File: src/rtl/multicycle_control.sv
// Main control FSM for a multicycle MIPS-style datapath: decodes the latched opcode
// into per-state datapath strobes and keeps a retired-instruction count plus a sticky illegal-opcode flag.
module multicycle_control #(
   parameter int OP_W    = 6,
   parameter int ALUOP_W = 3,
   parameter int CNT_W   = 32,
   parameter int WAIT_EN = 1
) (
   input  logic               clk,
   input  logic               rst,
   input  logic [OP_W-1:0]    op_i,
   input  logic               mem_ready_i,
   output logic               pc_write_o,
   output logic               ir_write_o,
   output logic               iord_o,
   output logic               mem_read_o,
   output logic               mem_write_o,
   output logic               mem_to_reg_o,
   output logic               reg_dst_o,
   output logic               reg_write_o,
   output logic               alu_src_a_o,
   output logic [1:0]         alu_src_b_o,
   output logic [1:0]         branch_o,
   output logic [1:0]         pc_source_o,
   output logic [ALUOP_W-1:0] aluop_o,
   output logic [3:0]         state_o,
   output logic               illegal_o,
   output logic               illegal_seen_o,
   output logic [CNT_W-1:0]   retired_o
);

   typedef enum logic [3:0] {
      S_FETCH   = 4'd0,
      S_DECODE  = 4'd1,
      S_MEMADDR = 4'd2,
      S_MEMRD   = 4'd3,
      S_MEMWB   = 4'd4,
      S_MEMWR   = 4'd5,
      S_EXEC    = 4'd6,
      S_ALUWB   = 4'd7,
      S_BRANCH  = 4'd8,
      S_JUMP    = 4'd9
   } state_e;

   typedef enum logic [3:0] {
      OPC_R, OPC_SW, OPC_LW, OPC_ADDI, OPC_SLTI, OPC_ANDI,
      OPC_ORI, OPC_BEQ, OPC_BNE, OPC_JMP, OPC_ILL
   } opc_e;

   typedef struct packed {
      logic               pc_write;
      logic               iord;
      logic               mem_read;
      logic               mem_write;
      logic               mem_to_reg;
      logic               reg_dst;
      logic               reg_write;
      logic               alu_src_a;
      logic [1:0]         alu_src_b;
      logic [1:0]         branch;
      logic [1:0]         pc_source;
      logic [ALUOP_W-1:0] aluop;
   } ctrl_t;

   // Any set bit above [5:0] makes the opcode illegal regardless of the low field.
   function automatic opc_e classify(input logic [OP_W-1:0] op);
      if ((op >> 6) != '0) return OPC_ILL;
      case (op[5:0])
         6'd0:    return OPC_R;
         6'd1:    return OPC_SW;
         6'd2:    return OPC_LW;
         6'd3:    return OPC_ADDI;
         6'd4:    return OPC_SLTI;
         6'd5:    return OPC_ANDI;
         6'd6:    return OPC_ORI;
         6'd7:    return OPC_BEQ;
         6'd8:    return OPC_BNE;
         6'd9:    return OPC_JMP;
         default: return OPC_ILL;
      endcase
   endfunction

   function automatic ctrl_t moore_out(input state_e s, input opc_e c);
      ctrl_t o;
      o = '0;
      case (s)
         S_FETCH: begin
            o.mem_read  = 1'b1;
            o.alu_src_b = 2'b01;
            o.aluop     = ALUOP_W'(3'd1);
         end
         S_DECODE: begin
            o.alu_src_b = 2'b11;
            o.aluop     = ALUOP_W'(3'd1);
         end
         S_MEMADDR: begin
            o.alu_src_a = 1'b1;
            o.alu_src_b = 2'b10;
            o.aluop     = ALUOP_W'(3'd1);
         end
         S_MEMRD: begin
            o.mem_read = 1'b1;
            o.iord     = 1'b1;
         end
         S_MEMWB: begin
            o.reg_write  = 1'b1;
            o.mem_to_reg = 1'b1;
         end
         S_MEMWR: begin
            o.mem_write = 1'b1;
            o.iord      = 1'b1;
         end
         S_EXEC: begin
            o.alu_src_a = 1'b1;
            o.alu_src_b = (c == OPC_R) ? 2'b00 : 2'b10;
            case (c)
               OPC_ADDI: o.aluop = ALUOP_W'(3'd1);
               OPC_SLTI: o.aluop = ALUOP_W'(3'd5);
               OPC_ANDI: o.aluop = ALUOP_W'(3'd3);
               OPC_ORI:  o.aluop = ALUOP_W'(3'd4);
               default:  o.aluop = ALUOP_W'(3'd0);
            endcase
         end
         S_ALUWB: begin
            o.reg_write = 1'b1;
            o.reg_dst   = (c == OPC_R);
         end
         S_BRANCH: begin
            o.alu_src_a = 1'b1;
            o.aluop     = ALUOP_W'(3'd2);
            o.pc_source = 2'b01;
            o.branch    = (c == OPC_BNE) ? 2'b10 : 2'b01;
         end
         S_JUMP: begin
            o.pc_write  = 1'b1;
            o.pc_source = 2'b10;
         end
         default: ;
      endcase
      return o;
   endfunction

   state_e            state_q, state_d;
   logic [OP_W-1:0]   op_q, op_d;
   logic [CNT_W-1:0]  retired_q, retired_d;
   logic              seen_q, seen_d;
   ctrl_t             ctrl_q, ctrl_d;
   logic              ready;
   opc_e              opc_in, opc_q;

   assign ready  = (WAIT_EN == 0) ? 1'b1 : mem_ready_i;
   assign opc_in = classify(op_i);
   assign opc_q  = classify(op_q);

   always_comb begin
      state_d   = state_q;
      op_d      = op_q;
      retired_d = retired_q;
      seen_d    = seen_q;
      case (state_q)
         S_FETCH:   if (ready) state_d = S_DECODE;
         S_DECODE: begin
            op_d = op_i;
            case (opc_in)
               OPC_R, OPC_ADDI, OPC_SLTI, OPC_ANDI, OPC_ORI: state_d = S_EXEC;
               OPC_LW, OPC_SW:                               state_d = S_MEMADDR;
               OPC_BEQ, OPC_BNE:                             state_d = S_BRANCH;
               OPC_JMP:                                      state_d = S_JUMP;
               default: begin
                  state_d = S_FETCH;
                  seen_d  = 1'b1;
               end
            endcase
         end
         S_MEMADDR: begin
            case (opc_q)
               OPC_LW:  state_d = S_MEMRD;
               OPC_SW:  state_d = S_MEMWR;
               default: state_d = S_FETCH;
            endcase
         end
         S_MEMRD:   if (ready) state_d = S_MEMWB;
         S_EXEC:    state_d = S_ALUWB;
         S_MEMWR: begin
            if (ready) begin
               state_d   = S_FETCH;
               retired_d = retired_q + CNT_W'(1);
            end
         end
         S_ALUWB, S_MEMWB, S_BRANCH, S_JUMP: begin
            state_d   = S_FETCH;
            retired_d = retired_q + CNT_W'(1);
         end
         default:   state_d = S_FETCH;
      endcase
      ctrl_d = moore_out(state_d, classify(op_d));
   end

   // NOTE: Moore strobes are registered by decoding the next state, so they line up
   // with state_q without a combinational path from the state register to the pins.
   always_ff @(posedge clk) begin
      if (rst) begin
         state_q   <= S_FETCH;
         op_q      <= '0;
         retired_q <= '0;
         seen_q    <= 1'b0;
         ctrl_q    <= moore_out(S_FETCH, OPC_R);
      end else begin
         state_q   <= state_d;
         op_q      <= op_d;
         retired_q <= retired_d;
         seen_q    <= seen_d;
         ctrl_q    <= ctrl_d;
      end
   end

   assign pc_write_o     = ctrl_q.pc_write | ((state_q == S_FETCH) & ready);
   assign ir_write_o     = (state_q == S_FETCH) & ready;
   assign iord_o         = ctrl_q.iord;
   assign mem_read_o     = ctrl_q.mem_read;
   assign mem_write_o    = ctrl_q.mem_write;
   assign mem_to_reg_o   = ctrl_q.mem_to_reg;
   assign reg_dst_o      = ctrl_q.reg_dst;
   assign reg_write_o    = ctrl_q.reg_write;
   assign alu_src_a_o    = ctrl_q.alu_src_a;
   assign alu_src_b_o    = ctrl_q.alu_src_b;
   assign branch_o       = ctrl_q.branch;
   assign pc_source_o    = ctrl_q.pc_source;
   assign aluop_o        = ctrl_q.aluop;
   assign state_o        = state_q;
   assign illegal_o      = (state_q == S_DECODE) & (opc_in == OPC_ILL);
   assign illegal_seen_o = seen_q;
   assign retired_o      = retired_q;

endmodule

File: config.mk
export PLATFORM = sky130hd
export DESIGN_NAME = multicycle_control
export DESIGN_NICKNAME = d
export VERILOG_FILES = /design/src/rtl/multicycle_control.sv
export SDC_FILE = /design/constraint.sdc
export NUM_CORES = 1
export LEC_CHECK = 0
export ABC_AREA = 0
export CORE_MARGIN = 8
export CORE_UTILIZATION = 40
export DETAILED_ROUTE_END_ITERATION = 12
export DONT_BUFFER_PORTS = 1
export HOLD_SLACK_MARGIN = 0.05
export PLACE_DENSITY = 0.61
export REMOVE_ABC_BUFFERS = 1
export SYNTH_ARGS = -nofsm -noshare
export SYNTH_HDL_FRONTEND = slang
export SYNTH_SLANG_ARGS = --single-unit
File: constraint.sdc
create_clock -name clk -period 2.5 [get_ports clk]
set_input_delay 0.25 -clock clk [delete_from_list [all_inputs] [get_ports clk]]
set_output_delay 0.25 -clock clk [all_outputs]
set_load 0.005 [all_outputs]
# Word level (Yosys, flattened, before mapping)
# Memory sizes are Yosys's and may differ from the RTL's. A register that Yosys moved wholly into a read port is not among the register bits.
# Index checks and enable logic that the tools add are counted.
[classes] n_addsub=1 mux=26 reduce_logical=22 n_eq_ne=36 bitwise_logic=6
[op_table] cell="$pmux W32 S2" n=1
[op_table] cell="$eq A4 B3 Y1 const B" n=15
[op_table] cell="$add A32 B1 Y32 const B" n=1
[op_table] cell="$eq A4 B2 Y1 const B" n=8
[op_table] cell="$eq A4 B4 Y1 const B" n=8
[op_table] cell="$mux W32" n=1
[op_table] cell="$mux W4" n=7
[op_table] cell="$pmux W4 S6" n=1
[op_table] cell="$eq A4 B1 Y1 const B" n=4
[op_table] cell="$logic_not A4 Y1" n=4
[op_table] cell="$pmux W4 S4" n=1
[op_table] cell="$reduce_or A2 Y1" n=7
[op_table] cell="$pmux W3 S4" n=1
[op_table] cell="$reduce_or A10 Y1" n=1
[op_table] cell="$pmux W3 S3" n=1
[op_table] cell="$pmux W2 S4" n=1
[op_table] cell="$mux W1" n=7
[op_table] cell="$logic_not A2 Y1" n=3
[op_table] cell="$mux W6" n=1
[op_table] cell="$pmux W3 S2" n=1
[op_table] cell="$reduce_or A3 Y1" n=2
[op_table] cell="$reduce_or A5 Y1" n=1
[op_table] cell="$mux W2" n=2
[op_table] cell="$pmux W2 S2" n=1
[op_table] cell="7 further kinds" n=11
[totals] n_memories=3 elab_cells=110 regBits=60 output_inout_bits=56 rom_bits=192
[memory_table] name="(name not given)" words=16 width=4 rd=1 rd_clocked_by_memory_dff=0 write_ports=0 line_no="68" text="case (op[5:0])"
[memory_table] name="(name not given)" words=16 width=4 rd=1 rd_clocked_by_memory_dff=1 write_ports=0 line_no="68"
[memory_table] name="(name not given)" words=16 width=4 rd=1 rd_clocked_by_memory_dff=0 write_ports=0 line_no="68"

# Logic depth before layout (Yosys ltp)
[logic_depth] ltp_word=9 depth_mapped=7 depth_no_buf=6

# Least setup slack after synthesis
# No wires, ideal clock.
[synth_path] path_kind="flip-flop to flip-flop" startpoint="register state_q[3], in the netlist state_o[3]" endpoint="register ctrl_q (netlist bit alu_src_b_o[1])" path_stages_with_launch=8 slack_ns=0.468 path_buffers=2 required_time_ns=2.367 arrival_ns=1.900 cell_sequence="dfxtp_1 > buf_6 > or4b_1 > buf_2 > mux2i_1 > o2111ai_1 > o21ai_1 > a31oi_1"
[synth_via] elab_chain_len=7 word_cells_on_any_way=21 cone_classes="8 x eq/ne; 8 x mux; 4 x reduce/logical; 1 x memory"
[synth_lines] item="start: declaration" line_no="143" text="state_e state_q, state_d;"
[synth_lines] item="start signal: assignment" line_no="209" text="state_q <= state_d;"
[synth_lines] item="$eq A4 B1 Y1" line_no="160" text="case (state_q)"
[synth_lines] item="$mux W6" line_no="160"
[synth_lines] item="$mem_v2 Z16 W4 / $logic_not A2 Y1 (equally long branches)"
[synth_lines] item="$mux W4" line_no="68"
[synth_lines] item="$logic_not A4 Y1" line_no="115" text="o.alu_src_b = (c == OPC_R) ? 2'b00 : 2'b10;"
[synth_lines] item="$mux W2" line_no="115"
[synth_lines] item="$pmux W2 S4 (*)" line_no="86" text="case (s)"
[synth_lines] item="end signal: assignment" line_no="207" text="ctrl_q <= moore_out(S_FETCH, OPC_R);"
[synth_lines] item="end signal: assignment" line_no="213" text="ctrl_q <= ctrl_d;"
[synth_lines] item="end: declaration" line_no="147" text="ctrl_t ctrl_q, ctrl_d;"
# Every way passes the cells marked *; elsewhere a longest branch is shown, timed or not.
# A chain may end at the register's enable or synchronous reset.

# Final worst setup path
[layout_path] startpoint="register state_q[0], in the netlist state_o[0]" endpoint="register ctrl_q (netlist bit alu_src_b_o[1])"
# The elaborated chain is that of the path after synthesis.

==> impl_metrics.toml <==
[setup_path]
cp_cell_sequence = "or4b_1, mux2i_1, o2111ai_1, o21ai_1, a31oi_1"
critPathLaunchType = "flop"
critical_path.endpoint_type = "flop"
critical-path-max-stage-delay_ns = 0.69
r2r_slack_ns = 0.24
cp.required_ns = 2.72
r2r_cells = 5
r2r-end = "alu_src_b_o[1]$_SDFF_PP0_"
cp-startpoint = "state_o[0]$_SDFF_PP0_"
arrival_ns = 2.48
slowest_stage = "or4b_1"
worstSetupPathType = "flop to flop"
endpoint = "alu_src_b_o[1]$_SDFF_PP0_"
worstReg2RegStart = "state_o[0]$_SDFF_PP0_"
cp_max_fo = 11

[timing]
clock_skew_ns = 0.00832
worst_pin_slew_ns = 0.584
setup_slack_ns = 0.236
fmax_ghz = 0.442
hold_slack_ns = 0.0911
setup_violations = 0
fin_crit_ns = 2.26
drv_slew = 0
rsz0062_at_grt = "false"
hold_viol = 0
relSlewSlack_pct = 60.5
post-route-period-util_pct = 90.5

[grt]
grt_first_pass_wirelength_mm = 11.7
grt_pass1_vias = 2333
antenna_found_initial = 0
grt_usage_pct = 14.4
grt_max_degree = 45
grt_remaining_overflow = 0

[power]
seqPwrFrac_pct = 50.9
combPwrFrac_pct = 6.8
leakage_nw = 1.15
power_switching_mw = 0.474
ir_drop_mv = 0.383
p_sw_share_pct = 23.2
cell_internal_pwr_mw = 1.57
clockPowerShare_pct = 42.3
power_mw = 2.04
power_density_nw_per_um2 = 632

[clock_network]
cts_resized = 0
cts.clk_slew.worst_paths_ns = 0.07
post-cts-setup-buffer-count = 0
cts_tree = "done"
htreeDepth = 3
clockBufferDepth = 2
cts-root-buf = "clkbuf_8"
cts.sinks = 63
clkLatencyLatePin_ns = 0.33
cts_hold_buf = 4
cts_buffers = 9

[yosys]
synth_edf_count = 0
yosysTopAreaCell = "dfxtp_1"
async_flop_share_pct = 0
postSynthCellCount = 337
ys_ff_latch = 63
synth_area_um2 = 2880
ys.flop_type = "dfxtp_1"
seq_area_frac_synth_pct = 43.8
ys_top_cells_by_area = "dfxtp_1 44%, nor2_1 5.3%, a21oi_1 4.0%"
syn_area_per_cell_um2 = 8.54
yosys_warnings = 0
ys_types = 54
synth_top_cell_area_share_pct = 43.8

[placed_design]
portBuffers = 0
dpl.hpwl_mm = 4.95
gp_congestion = 0.833
pre_cts_slack_ns = 0.261

[drt]
firstDrtPassIters = 4
antenna_left = 0
vias = 2428
post-route-drc-count = 0
viasPerCell = 5.42
dr.first_iter.drc_count = 141
wl_per_cell_um = 15.9
routed_wirelength_mm = 7.13

[layout]
drive_gt1_share_pct = 10.3
syn2layout_area_growth_pct = 12.3
postLayoutCoreUtil_pct = 45.5
final_cell_mix = "63 x dfxtp_1, 41 x nor2_1, 25 x nand2_1"
antenna_cells = 0
final_nets = 354
final_common_cell = "dfxtp_1"

[die]
rows = 31
core_um2 = 7100
die_h_um = 101
dieArea_um2 = 10200
chipWidth_um = 101
start_util_pct = 40.5
io_pins = 65

[min_path]
min_from = "rst"
hp-class = "input port to flop"

[flow_run]
maxCapViolCount = 0

[run_status]
status = "completed"
[metal layers]
metal / GRT usage, % / up-vias / part of all wire [%]
met5: 0 / - / 0
met1: 17.1 / 1108 / 43
met2: 22.2 / 87 / 45
met3: 7.04 / 5 / 12
li1: - / 1228 / -
met4: 4.53 / 0 / 0.62
[metrics by stage]
step	setup TNS [ns]	instances	instance area, µm²
floorplan	-0.0657	318	2780
global placement	0	428	2990
detailed placement	0	428	2990
CTS	0	448	3230
global route	0	448	3230
finish	0	448	3230
[worst min path at each step]
| stage | end | slack [ns] | cells past startpoint |
|---|---|---|---|
| 6_report | retired_o[31]$_SDFFE_PP0P_ | 0.09 | 2 |
| 2_1_floorplan | alu_src_a_o$_SDFF_PP0_ | 0.32 | 1 |
| 5_1_grt | retired_o[27]$_SDFFE_PP0P_ | 0.08 | 2 |
| 3_3_place_gp | retired_o[26]$_SDFFE_PP0P_ | 0.33 | 1 |
| 3_5_place_dp | retired_o[1]$_SDFFE_PP0P_ | 0.33 | 1 |
| 4_1_cts | retired_o[23]$_SDFFE_PP0P_ | 0.08 | 2 |
[kinds of logic (layout without fill, tap and decap cells)]
kind of cell	Yosys count	after routing	share of synthesized area, %
AND/OR/NAND/NOR	167	167	32.3
AO/OA/AOI/OAI	54	54	11.6
flip-flops	63	63	43.8
XOR/XNOR	19	19	5.78
multiplexers	4	4	1.43
adder cells (fa/ha/maj)	1	1	0.435
buffers and inverters	29	41	4.61
[power by group through the flow]
stage	Clock [mW]	Combinational, mW	Sequential, mW
after floorplan	0	0.0837	1.06
after global placement	0	0.119	1.06
after detailed placement	0	0.118	1.06
after CTS	0.882	0.138	1.04
after global routing	0.932	0.155	1.04
final	0.863	0.139	1.04
[state kept, by name, indices dropped and copies added (netlist names), 2 cells and up, named ones only]
register / flops
retired_o: 32
op_q: 6
state_o: 4
aluop_o: 3
alu_src_b_o: 2
branch_o: 2
[worst max-delay path, delay by kind of cell, from the launching register on]
family	cells	cell delay (ns)
DFF	1	0.46
AOI/OAI and AO/OA	3	0.58
muxes	1	0.42
and+or+nand+nor	1	0.69
[synthesized netlist by cell type, types with 2 or more instances]
| cell | n |
|---|---|
| a21o_1 | 2 |
| or3b_2 | 2 |
| nor2b_1 | 8 |
| nand3_1 | 18 |
| nand2b_1 | 3 |
| mux2i_1 | 3 |
| nor4b_1 | 5 |
| buf_6 | 2 |
| o21ai_0 | 12 |
| buf_2 | 6 |
| inv_1 | 10 |
| xor2_1 | 7 |
| o31ai_1 | 5 |
| nor3b_1 | 3 |
| nand4_1 | 9 |
| or3_1 | 6 |
| and3_1 | 2 |
| clkbuf_1 | 10 |
| nand2_1 | 25 |
| nor3_1 | 13 |
| dfxtp_1 | 63 |
| nor2_1 | 41 |
| and2_1 | 3 |
| or4_1 | 10 |
| and4_1 | 3 |
| a21oi_1 | 23 |
| nand4_2 | 2 |
| nand3b_1 | 2 |
| xnor2_1 | 12 |
| nor4_1 | 3 |
[area by class of cell]
type | instances | area, µm²
Clock buffer | 13 | 149
Fill cell | 710 | 3870
Inverter | 10 | 37.5
Timing Repair Buffer | 15 | 133
Sequential cell | 63 | 1260
Multi-Input combinational cell | 245 | 1480
Tap cell | 99 | 124
Clock inverter | 3 | 42.5
Note: power is estimated with default switching activity, not from simulation.
